$ cat src/rtl/otter_fetch_unit_if.sv
// Bus bundle between the Otter fetch stage and the rest of the core:
// control-unit advance request, next-PC target buses, the instruction
// memory handshake and the fetch-stage results.
interface otter_fetch_unit_if;

    // control unit -> fetch
    logic        PC_WRITE;
    logic [2:0]  PC_SOURCE;

    // next-PC candidates from the execute stage / CSR file
    logic [31:0] JALR_TGT;
    logic [31:0] BRANCH_TGT;
    logic [31:0] JAL_TGT;
    logic [31:0] MTVEC;
    logic [31:0] MEPC;

    // instruction memory -> fetch
    logic [31:0] IMEM_DATA;
    logic        IMEM_VALID;

    // fetch -> instruction memory
    logic [31:0] IMEM_ADDR;
    logic        IMEM_RD_EN;

    // fetch -> immediate generator / decoder / control unit
    logic [31:0] PC;
    logic [31:0] IR;
    logic        IR_VALID;
    logic        MISALIGN;
    logic        FETCH_ERR;

    // The fetch unit's own view of the bundle.
    modport master (
        input  PC_WRITE,
        input  PC_SOURCE,
        input  JALR_TGT,
        input  BRANCH_TGT,
        input  JAL_TGT,
        input  MTVEC,
        input  MEPC,
        input  IMEM_DATA,
        input  IMEM_VALID,
        output IMEM_ADDR,
        output IMEM_RD_EN,
        output PC,
        output IR,
        output IR_VALID,
        output MISALIGN,
        output FETCH_ERR
    );

    // The surrounding core / memory view of the bundle.
    modport slave (
        output PC_WRITE,
        output PC_SOURCE,
        output JALR_TGT,
        output BRANCH_TGT,
        output JAL_TGT,
        output MTVEC,
        output MEPC,
        output IMEM_DATA,
        output IMEM_VALID,
        input  IMEM_ADDR,
        input  IMEM_RD_EN,
        input  PC,
        input  IR,
        input  IR_VALID,
        input  MISALIGN,
        input  FETCH_ERR
    );

endinterface

$ cat src/rtl/otter_fetch_unit.sv
// Otter instruction-fetch stage.
// Owns the PC, selects the next PC from the core's target buses, fetches the
// word at PC over a valid handshake with a bounded wait, and holds it in IR.
// Two states: FETCH (request outstanding) and READY (IR holds the word at PC).
module otter_fetch_unit #(
    parameter logic [31:0] RESET_VEC = 32'h0000_0000,
    parameter int unsigned TIMEOUT   = 16,            // must be >= 2
    parameter logic [31:0] NOP_WORD  = 32'h0000_0013  // addi x0,x0,0
) (
    input  logic CLK,
    input  logic RST,
    otter_fetch_unit_if.master bus
);

    // Wait counter only needs to reach TIMEOUT-1.
    localparam int CW = (TIMEOUT > 2) ? $clog2(TIMEOUT) : 1;
    localparam logic [CW-1:0] CNT_LAST = CW'(TIMEOUT - 1);

    typedef enum logic {
        S_FETCH = 1'b0,
        S_READY = 1'b1
    } state_t;

    state_t      r_state;
    state_t      w_state_next;

    logic [31:0] r_pc;
    logic [31:0] r_ir;
    logic        r_ir_valid;
    logic        r_misalign;
    logic        r_fetch_err;
    logic [CW-1:0] r_cnt;

    logic [CW-1:0] w_cnt_next;
    logic        w_ir_valid_next;
    logic        w_misalign_next;
    logic        w_pc_load;
    logic        w_ir_load;
    logic [31:0] w_ir_next;
    logic        w_err_set;

    // ------------------------------------------------------------------
    // Next-PC selection: one candidate per PC_SOURCE code, AND-OR muxed.
    // Codes 6 and 7 fall back to sequential execution.
    // ------------------------------------------------------------------
    logic [31:0] w_pc_plus4;
    logic [31:0] w_tgt      [8];
    logic [31:0] w_tgt_gated[8];
    logic [7:0]  w_sel_hit;
    logic [31:0] w_raw_tgt;
    logic [31:0] w_pc_aligned;
    logic        w_tgt_misaligned;

    // Sequential successor; wraps modulo 2^32 with no carry out.
    assign w_pc_plus4 = r_pc + 32'd4;

    assign w_tgt[0] = w_pc_plus4;
    assign w_tgt[1] = bus.JALR_TGT;
    assign w_tgt[2] = bus.BRANCH_TGT;
    assign w_tgt[3] = bus.JAL_TGT;
    assign w_tgt[4] = bus.MTVEC;
    assign w_tgt[5] = bus.MEPC;
    assign w_tgt[6] = w_pc_plus4;
    assign w_tgt[7] = w_pc_plus4;

    genvar gi;
    generate
        for (gi = 0; gi < 8; gi++) begin : g_sel
            assign w_sel_hit[gi]   = (bus.PC_SOURCE == 3'(gi));
            assign w_tgt_gated[gi] = w_tgt[gi] & {32{w_sel_hit[gi]}};
        end
    endgenerate

    // OR-reduce the gated candidates; exactly one is non-zero-gated.
    always_comb begin
        w_raw_tgt = '0;
        for (int k = 0; k < 8; k++) begin
            w_raw_tgt = w_raw_tgt | w_tgt_gated[k];
        end
    end

    // The PC is always word aligned; low bits of the raw target only flag.
    assign w_pc_aligned     = {w_raw_tgt[31:2], 2'b00};
    assign w_tgt_misaligned = |w_raw_tgt[1:0];

    // ------------------------------------------------------------------
    // FSM state register.
    // ------------------------------------------------------------------
    always_ff @(posedge CLK) begin
        if (RST) begin
            r_state <= S_FETCH;
        end else begin
            r_state <= w_state_next;
        end
    end

    // FSM next state and datapath controls.
    always_comb begin
        w_state_next    = r_state;
        w_cnt_next      = r_cnt;
        w_ir_valid_next = r_ir_valid;
        w_misalign_next = 1'b0;
        w_pc_load       = 1'b0;
        w_ir_load       = 1'b0;
        w_ir_next       = bus.IMEM_DATA;
        w_err_set       = 1'b0;

        unique case (r_state)
            S_FETCH: begin
                if (bus.IMEM_VALID) begin
                    // Valid data beats a coincident timeout.
                    w_ir_load       = 1'b1;
                    w_ir_next       = bus.IMEM_DATA;
                    w_ir_valid_next = 1'b1;
                    w_cnt_next      = '0;
                    w_state_next    = S_READY;
                end else if (r_cnt == CNT_LAST) begin
                    // Give up: present a NOP so the core keeps moving.
                    w_ir_load       = 1'b1;
                    w_ir_next       = NOP_WORD;
                    w_ir_valid_next = 1'b1;
                    w_err_set       = 1'b1;
                    w_cnt_next      = '0;
                    w_state_next    = S_READY;
                end else begin
                    w_cnt_next = r_cnt + CW'(1);
                end
            end
            S_READY: begin
                if (bus.PC_WRITE) begin
                    w_pc_load       = 1'b1;
                    w_ir_valid_next = 1'b0;
                    w_misalign_next = w_tgt_misaligned;
                    w_state_next    = S_FETCH;
                end
            end
            default: begin
                w_state_next = S_FETCH;
            end
        endcase
    end

    // Datapath registers: PC, IR, flags and the fetch wait counter.
    always_ff @(posedge CLK) begin
        if (RST) begin
            r_pc        <= RESET_VEC;
            r_ir        <= NOP_WORD;
            r_ir_valid  <= 1'b0;
            r_misalign  <= 1'b0;
            r_fetch_err <= 1'b0;
            r_cnt       <= '0;
        end else begin
            r_cnt      <= w_cnt_next;
            r_ir_valid <= w_ir_valid_next;
            r_misalign <= w_misalign_next;
            if (w_pc_load) begin
                r_pc <= w_pc_aligned;
            end
            if (w_ir_load) begin
                r_ir <= w_ir_next;
            end
            if (w_err_set) begin
                r_fetch_err <= 1'b1;
            end
        end
    end

    // ------------------------------------------------------------------
    // Outputs: registered state or direct decodes of it.
    // ------------------------------------------------------------------
    assign bus.IMEM_ADDR  = r_pc;
    assign bus.IMEM_RD_EN = (r_state == S_FETCH);
    assign bus.PC         = r_pc;
    assign bus.IR         = r_ir;
    assign bus.IR_VALID   = r_ir_valid;
    assign bus.MISALIGN   = r_misalign;
    assign bus.FETCH_ERR  = r_fetch_err;

    // The PC never moves while a fetch is outstanding.
    a_pc_stable_in_fetch : assert property (
        @(posedge CLK) (!RST && r_state == S_FETCH) |=> (r_pc == $past(r_pc))
    );

    // MISALIGN is a single-cycle pulse.
    a_misalign_pulse : assert property (
        @(posedge CLK) r_misalign |=> !r_misalign
    );

endmodule
$ cat src/flat_wrapper.sv
// flat-port wrapper written by rule: the top's interface ports become plain ports
module otter_fetch_unit_flat 
#(
    parameter logic [31:0] RESET_VEC = 32'h0000_0000,
    parameter int unsigned TIMEOUT   = 16,                           
    parameter logic [31:0] NOP_WORD  = 32'h0000_0013                 
)
  (CLK, RST, bus_PC_WRITE, bus_PC_SOURCE, bus_JALR_TGT, bus_BRANCH_TGT, bus_JAL_TGT, bus_MTVEC, bus_MEPC, bus_IMEM_DATA, bus_IMEM_VALID, bus_IMEM_ADDR, bus_IMEM_RD_EN, bus_PC, bus_IR, bus_IR_VALID, bus_MISALIGN, bus_FETCH_ERR);
  otter_fetch_unit_if bus_i ();
  input  logic CLK;
  input  logic RST;
  input wire logic [$bits(bus_i.PC_WRITE)-1:0] bus_PC_WRITE;
  input wire logic [$bits(bus_i.PC_SOURCE)-1:0] bus_PC_SOURCE;
  input wire logic [$bits(bus_i.JALR_TGT)-1:0] bus_JALR_TGT;
  input wire logic [$bits(bus_i.BRANCH_TGT)-1:0] bus_BRANCH_TGT;
  input wire logic [$bits(bus_i.JAL_TGT)-1:0] bus_JAL_TGT;
  input wire logic [$bits(bus_i.MTVEC)-1:0] bus_MTVEC;
  input wire logic [$bits(bus_i.MEPC)-1:0] bus_MEPC;
  input wire logic [$bits(bus_i.IMEM_DATA)-1:0] bus_IMEM_DATA;
  input wire logic [$bits(bus_i.IMEM_VALID)-1:0] bus_IMEM_VALID;
  output wire logic [$bits(bus_i.IMEM_ADDR)-1:0] bus_IMEM_ADDR;
  output wire logic [$bits(bus_i.IMEM_RD_EN)-1:0] bus_IMEM_RD_EN;
  output wire logic [$bits(bus_i.PC)-1:0] bus_PC;
  output wire logic [$bits(bus_i.IR)-1:0] bus_IR;
  output wire logic [$bits(bus_i.IR_VALID)-1:0] bus_IR_VALID;
  output wire logic [$bits(bus_i.MISALIGN)-1:0] bus_MISALIGN;
  output wire logic [$bits(bus_i.FETCH_ERR)-1:0] bus_FETCH_ERR;
  assign bus_i.PC_WRITE = bus_PC_WRITE;
  assign bus_i.PC_SOURCE = bus_PC_SOURCE;
  assign bus_i.JALR_TGT = bus_JALR_TGT;
  assign bus_i.BRANCH_TGT = bus_BRANCH_TGT;
  assign bus_i.JAL_TGT = bus_JAL_TGT;
  assign bus_i.MTVEC = bus_MTVEC;
  assign bus_i.MEPC = bus_MEPC;
  assign bus_i.IMEM_DATA = bus_IMEM_DATA;
  assign bus_i.IMEM_VALID = bus_IMEM_VALID;
  assign bus_IMEM_ADDR = bus_i.IMEM_ADDR;
  assign bus_IMEM_RD_EN = bus_i.IMEM_RD_EN;
  assign bus_PC = bus_i.PC;
  assign bus_IR = bus_i.IR;
  assign bus_IR_VALID = bus_i.IR_VALID;
  assign bus_MISALIGN = bus_i.MISALIGN;
  assign bus_FETCH_ERR = bus_i.FETCH_ERR;
  otter_fetch_unit #(.RESET_VEC(RESET_VEC), .TIMEOUT(TIMEOUT), .NOP_WORD(NOP_WORD)) u_core (.CLK(CLK), .RST(RST), .bus(bus_i));
endmodule
$ cat config.mk
export PLATFORM = sky130hd
export DESIGN_NAME = otter_fetch_unit_flat
export DESIGN_NICKNAME = d
export VERILOG_FILES = /design/src/rtl/otter_fetch_unit_if.sv /design/src/rtl/otter_fetch_unit.sv /design/src/flat_wrapper.sv
export SDC_FILE = /design/constraint.sdc
export NUM_CORES = 1
export LEC_CHECK = 0
export BUFFER_PORTS_ARGS = -buffer_cell sky130_fd_sc_hd__buf_2
export CORE_UTILIZATION = 30
export DETAILED_ROUTE_END_ITERATION = 16
export GPL_TIMING_DRIVEN = 0
export MAX_ROUTING_LAYER = met4
export SLEW_MARGIN = 10
export SYNTH_ARGS = -nofsm -noshare
export SYNTH_HDL_FRONTEND = slang
export SYNTH_SLANG_ARGS = --single-unit
$ cat constraint.sdc
create_clock -name CLK -period 2.15 [get_ports CLK]
set_input_delay 0.43 -clock CLK [delete_from_list [all_inputs] [get_ports CLK]]
set_output_delay 0.43 -clock CLK [all_outputs]
set_load 0.02 [all_outputs]
# Word-level counts from Yosys, hierarchy flattened
# Index checks and enable logic that the tools add are counted.
dict set report totals {
  out_inout_bits 100
  input_bits 199
  register_bits 70
  wordCells 58
}
dict set report classes {
  add_sub_neg 2
  eq_ne 10
  reduce_logical 4
  bitwise 17
  n_mux 18
}
# operator count
set ops {}
lappend ops {{AND 32 bit} 8}
lappend ops {{bitwise OR 32 bit} 7}
lappend ops {{2-to-1 mux 32 bit} 3}
lappend ops {{adder 32 x 3 -> 32 bit (second input constant)} 1}
lappend ops {{equality test 3 bit (second input constant)} 4}
lappend ops {{2-to-1 mux 1 bit} 11}
lappend ops {{2-to-1 mux 4 bit} 2}
lappend ops {{equality test 3 x 2 -> 1 bit (second input constant)} 2}
lappend ops {{adder 4 x 1 -> 4 bit (second input constant)} 1}
lappend ops {{equality test 4 bit (second input constant)} 1}
lappend ops {{case mux 1 bit (2 select lines)} 2}
lappend ops {{equality test 3 x 1 -> 1 bit (second input constant)} 1}
lappend ops {{logical NOT 3 bit} 1}
lappend ops {{inequality test 3 x 2 -> 1 bit (second input constant)} 1}
lappend ops {{OR reduction 3 bit} 1}
lappend ops {{inequality test 2 bit (second input constant)} 1}
lappend ops {{inverter 1 bit} 2}
lappend ops {{AND reduction 2 bit} 1}
lappend ops {{OR reduction 2 bit} 1}

# Logic depth before layout (Yosys ltp)
dict set report depth {
  depth_word 10
  ltp_mapped 7
  mapped_depth_nobuf 6
}

# Worst setup path before layout
# No wires, ideal clock.
dict set report synth_path {
  kind {reg-to-reg}
  startpoint {register u_core.r_pc[14], in the netlist u_core.bus.IMEM_ADDR[14]}
  endpoint {register u_core.r_pc[29], in the netlist u_core.bus.IMEM_ADDR[29]}
  path_slack_ns 0.041
  setup_ns 0.137
  period_less_slack_ns 2.109
  path_stages_with_launch 6
  arrival_ns 1.971
  path_buffers 0
  required_ns 2.013
  path_cell_list {dfxtp_1 and4_1 nand4_4 or4_4 a2111oi_4 a2111oi_1}
}
dict set report synth_via {
  elab_chain_cells 9
  elab_cells_between_ends 11
  classes_between {add/sub (1); bitwise (10)}
}
# item line
set synth_rtl {}
lappend synth_rtl {{start: declaration} otter_fetch_unit.sv:27} ;# logic [31:0] r_pc;
lappend synth_rtl {{start signal: assignment} otter_fetch_unit.sv:157} ;# r_pc <= w_pc_aligned;
lappend synth_rtl {{adder 32 x 3 -> 32 bit (*)} otter_fetch_unit.sv:55} ;# assign w_pc_plus4 = r_pc + 32'd4;
lappend synth_rtl {{AND 32 bit} otter_fetch_unit.sv:70} ;# assign w_tgt_gated[gi] = w_tgt[gi] & {32{w_sel_hit[gi]}};
lappend synth_rtl {{bitwise OR 32 bit (6 in series)} otter_fetch_unit.sv:78} ;# w_raw_tgt = w_raw_tgt | w_tgt_gated[k];
lappend synth_rtl {{bitwise OR 32 bit (*)} otter_fetch_unit.sv:78}
# Mark *: on every way between the ends. The rest lies on a longest branch, timed or not.
# A chain may end at the register's enable or synchronous reset.

# Final worst setup path
dict set report layout_path {
  startpoint {input port bus_PC_SOURCE[0]}
  endpoint {register u_core.r_pc[15], in the netlist u_core.bus.IMEM_ADDR[15]}
}
dict set report layout_via {
  elab_chain_cells 9
  elab_cells_between_ends 23
  classes_between {eq/ne (7); bitwise (15); reduce/logical (1)}
}
# item line
set layout_rtl {}
lappend layout_rtl {{start: declaration} flat_wrapper.sv:13} ;# input wire logic [$bits(bus_i.PC_SOURCE)-1:0] bus_PC_SOURCE;
lappend layout_rtl {{equality test 3 x 1 -> 1 bit / logical NOT 3 bit (equally long branches)} otter_fetch_unit.sv:69} ;# assign w_sel_hit[gi] = (bus.PC_SOURCE == 3'(gi));
lappend layout_rtl {{AND 32 bit} otter_fetch_unit.sv:70}
lappend layout_rtl {{bitwise OR 32 bit (6 in series)} otter_fetch_unit.sv:78}
lappend layout_rtl {{bitwise OR 32 bit (*)} otter_fetch_unit.sv:78}
# Marked as above.

==> impl_metrics.py <==
metrics = {
    "outcome": {
        "status": "finished clean",
    },
    "critical_path": {
        "cp-start-kind": "input port",
        "path_max_fanout": 10,
        "crit_start": "bus_PC_SOURCE[0]",
        "slowest_stage": "a222oi_1",
        "cp-endpoint": "u_core.bus.IMEM_ADDR[15]$_SDFFE_PP0P_",
        "r2r_start": "u_core.bus.IMEM_ADDR[23]$_SDFFE_PP0P_",
        "critPathRequiredTime_ps": 2380,
        "critPathArrivalTime_ps": 2310,
        "slowest_delay_ps": 570,
        "cp.depth": 7,
        "critPathBufInv": 3,
        "r2r_slack_ps": 90,
        "timing.rr.end": "u_core.bus.IMEM_ADDR[29]$_SDFFE_PP0P_",
        "crit_chain": "buf_2, buf_2, buf_6, mux2_2, a222oi_1, a21oi_1, a31o_2",
        "cp_top_family": "compound AO/OA/AOI/OAI gates",
        "r2r_cells": 5,
        "path_class": "in2reg",
        "critPathMostFrequentCell": "buf_2",
        "cp-end-kind": "flip-flop",
    },
    "sta": {
        "worst_pin_slew_ps": 653.6,
        "setup_violations": 0,
        "fin_ws_ps": 72.36,
        "finalHoldViolCount": 0,
        "fin_crit_ps": 2078,
        "drv_slew": 0,
        "worst_hold_slack_ps": 305.5,
        "skew_ps": 3.918,
        "relSlewSlack": 0.5643,
        "min_period_over_period": 0.9663,
        "max_freq_mhz": 481.3,
        "rsz0062_at_grt": "true",
    },
    "routing": {
        "drt_iter0_markers": 452,
        "viasPerCell": 5.530,
        "ant_nets": 0,
        "vias": 5806,
        "drt_wl_total_mm": 19.86,
        "drcViolationCount": 0,
        "wl_per_cell_microns": 18.92,
        "first_pass_iters": 5,
    },
    "clocking": {
        "clkLatencyLatePin_ps": 340,
        "clock-sinks": 70,
        "clock_path_buffers": 2,
        "cts_buffers": 9,
        "cts_max_level": 3,
        "cts_tree": "built",
        "clock-root-buffer": "clkbuf_16",
        "path_clk_slew_ps": 60,
    },
    "logic_synthesis": {
        "ys.warnings.count": 0,
        "syn_avg_cell_area_sq_um": 8.408,
        "syn_inst": 550,
        "async_flop_share": 0,
        "yosys.cell_types.count": 65,
        "syn_area_sq_um": 4624,
        "ys_seq_elements": 70,
        "yosysSeqAreaShare": 0.3030,
        "synthFlopType": "dfxtp_1",
        "synth-edff-count": 0,
    },
    "global_routing": {
        "antenna_found_initial": 0,
        "grt_max_degree": 13,
        "grt_use_total": 0.2519,
        "grt_pass1_vias": 5202,
        "grt_first_pass_wirelength_mm": 29.70,
        "overflow": 0,
    },
    "floorplanning": {
        "die_y_microns": 126.2,
        "initial_core_util": 0.3053,
        "ioPinCount": 299,
        "die_area_sq_um": 15920,
        "die_w_microns": 126.2,
        "core_sq_um": 15150,
        "rows": 45,
    },
    "cells_and_area": {
        "fin_area_sq_um": 6704,
        "nets": 1058,
        "diodes": 0,
        "syn2layout_area_growth_pct": 44.97,
        "fin_util": 0.4426,
        "drive_gt1_frac": 0.4826,
        "finalNonFillerCells": 1050,
    },
    "pwr": {
        "power.density_nw_per_um2": 572.5,
        "vdd_ir_drop_max_uv": 378.9,
        "leakage_nw": 3.194,
    },
    "place": {
        "io_buffers": 294,
        "dp.cells": 1035,
        "place.detailed.hpwl_mm": 15.84,
        "pre_cts_slack_ps": -445.7,
        "place_congestion": 0.9102,
        "placed_area_sq_um": 6342,
    },
    "hold_path": {
        "hp-class": "in2reg",
    },
    "flow_run": {
        "cap_violations": 0,
    },
}
[through the flow]
stage	TNS [ps]	total power, mW
detailed placement	-7588	2.444
finish	0	3.838
global placement	-7688	2.444
floorplan	0	2.011
CTS	0	3.849
global route	-23.96	4.009
[report_power, final]
group | internal [mW] | switching (mW) | leakage [nW]
logic | 0.439 | 0.551 | 2.48
clock network | 0.812 | 0.582 | 0.135
registers | 1.37 | 0.0789 | 0.579
total | 2.63 | 1.21 | 3.19
[sequential cells by signal, indices dropped and copies added, names as in the netlist]
signal / cells
u_core.bus.FETCH_ERR: 1
u_core.bus.IMEM_ADDR: 30
u_core.bus.IR: 32
u_core.bus.IR_VALID: 1
u_core.bus.MISALIGN: 1
u_core.r_cnt: 4
u_core.r_state: 1
[worst reg2reg max path, delay by kind of cell (launching register included)]
| kind | cells | cell delay, ps |
|---|---|---|
| AOI/OAI and AO/OA | 2 | 420 |
| DFF | 1 | 420 |
| and+or+nand+nor | 3 | 1090 |
[cell families (layout without fill, tap and decap cells)]
family	after synthesis	count (layout)	synth area share
compound gates	192	192	0.3120
mux	40	40	0.09605
fa+ha+maj	2	2	0.005410
other cells	1	4	0.0008109
xor+xnor	6	6	0.01136
buf+inv	89	398	0.1042
simple gates	150	150	0.1672
flops	70	70	0.3030
[repair_timing]
| action | CTS | global route |
|---|---|---|
| hold buffers | 0 | 0 |
| setup buffers | 0 | 1 |
| setup endpoints to repair | 23 | 32 |
| gates cloned | 0 | 0 |
| gates resized for setup | 15 | 27 |
| pin swaps | 0 | 3 |
[how the worst min path moves through the flow]
stage / from / endpoint / slack (ps) / cells after the start
6_report: bus_IMEM_DATA[15] / u_core.bus.IR[15]$_SDFFE_PP0P_ / 310 / 2
5_1_grt: bus_IMEM_DATA[15] / u_core.bus.IR[15]$_SDFFE_PP0P_ / 290 / 2
4_1_cts: bus_IMEM_DATA[14] / u_core.bus.IR[14]$_SDFFE_PP0P_ / 290 / 2
3_5_place_dp: u_core.bus.IR[14]$_SDFFE_PP0P_ / u_core.bus.IR[14]$_SDFFE_PP0P_ / 450 / 1
3_3_place_gp: u_core.bus.IR[20]$_SDFFE_PP0P_ / u_core.bus.IR[20]$_SDFFE_PP0P_ / 450 / 1
2_1_floorplan: u_core.r_cnt[1]$_SDFFE_PP0N_ / u_core.r_cnt[1]$_SDFFE_PP0N_ / 490 / 2
[cell usage after synthesis, types with 10 or more instances]
| library cell | n | area (sq um) |
|---|---|---|
| dfxtp_1 | 70 | 1401 |
| nor2_1 | 44 | 165.2 |
| buf_4 | 35 | 262.8 |
| a22o_1 | 33 | 289.0 |
| nand2_1 | 29 | 108.9 |
| a21oi_1 | 27 | 135.1 |
| o21ai_0 | 27 | 135.1 |
| clkbuf_1 | 26 | 97.59 |
| mux2i_1 | 23 | 230.2 |
| a22oi_1 | 16 | 120.1 |
| mux2_2 | 15 | 168.9 |
| a211oi_1 | 13 | 97.59 |
| buf_2 | 13 | 65.06 |
| nand3_1 | 13 | 65.06 |
| nor3_1 | 13 | 65.06 |
| inv_1 | 11 | 41.29 |
| a221oi_1 | 10 | 87.58 |
[per-layer routing]
layer / up-vias / track usage / part of all wire
li1: 2715 / - / -
met1: 2782 / 0.3446 / 0.45
met2: 277 / 0.3828 / 0.46
met3: 32 / 0.03908 / 0.068
met4: 0 / 0.07016 / 0.020
met5: - / - / 0
[layout by cell type, fill, tap and decap left out, types with 3 or more instances in the layout]
master     synthesis  routed
o31ai_1            5       5
a21oi_1           27      27
a222oi_1           5       5
or4_1              4       4
buf_4             35      37
and4_1             5       4
nand3_1           13      12
clkbuf_2           0       8
nor2b_1            8       8
a31o_2             3       3
clkbuf_16          0       9
o221ai_1           9       9
nand4_1            7       7
a31oi_1            6       6
xnor2_1            5       5
a221oi_1          10      10
o21ai_0           27      27
a22oi_1           16      16
mux2_2            15      15
clkbuf_1          26      19
nor3_1            13      12
nand2_1           29      29
a41oi_1            3       3
a211oi_1          13      13
dfxtp_2            0      15
o311ai_0           6       5
o22ai_1            5       5
inv_1             11      11
and3_1             4       4
mux2i_1           23      23
nor4_1             5       4
buf_2             13     303
dfxtp_1           70      55
nor2_1            44      42
conb_1             1       4
a22o_1            33      33
nand2b_1           5       4
[cell type report]
type	count	area [sq um]
repair buffers	295	1479
flip-flops and latches	70	1420
well taps	188	235.2
clock inverters	5	35.03
multi-input cells	394	2794
fillers	1582	8442
plain buffers	76	456.7
clock buffers	11	242.7
inverters	11	41.29
Power figures use the tool's default switching activity.
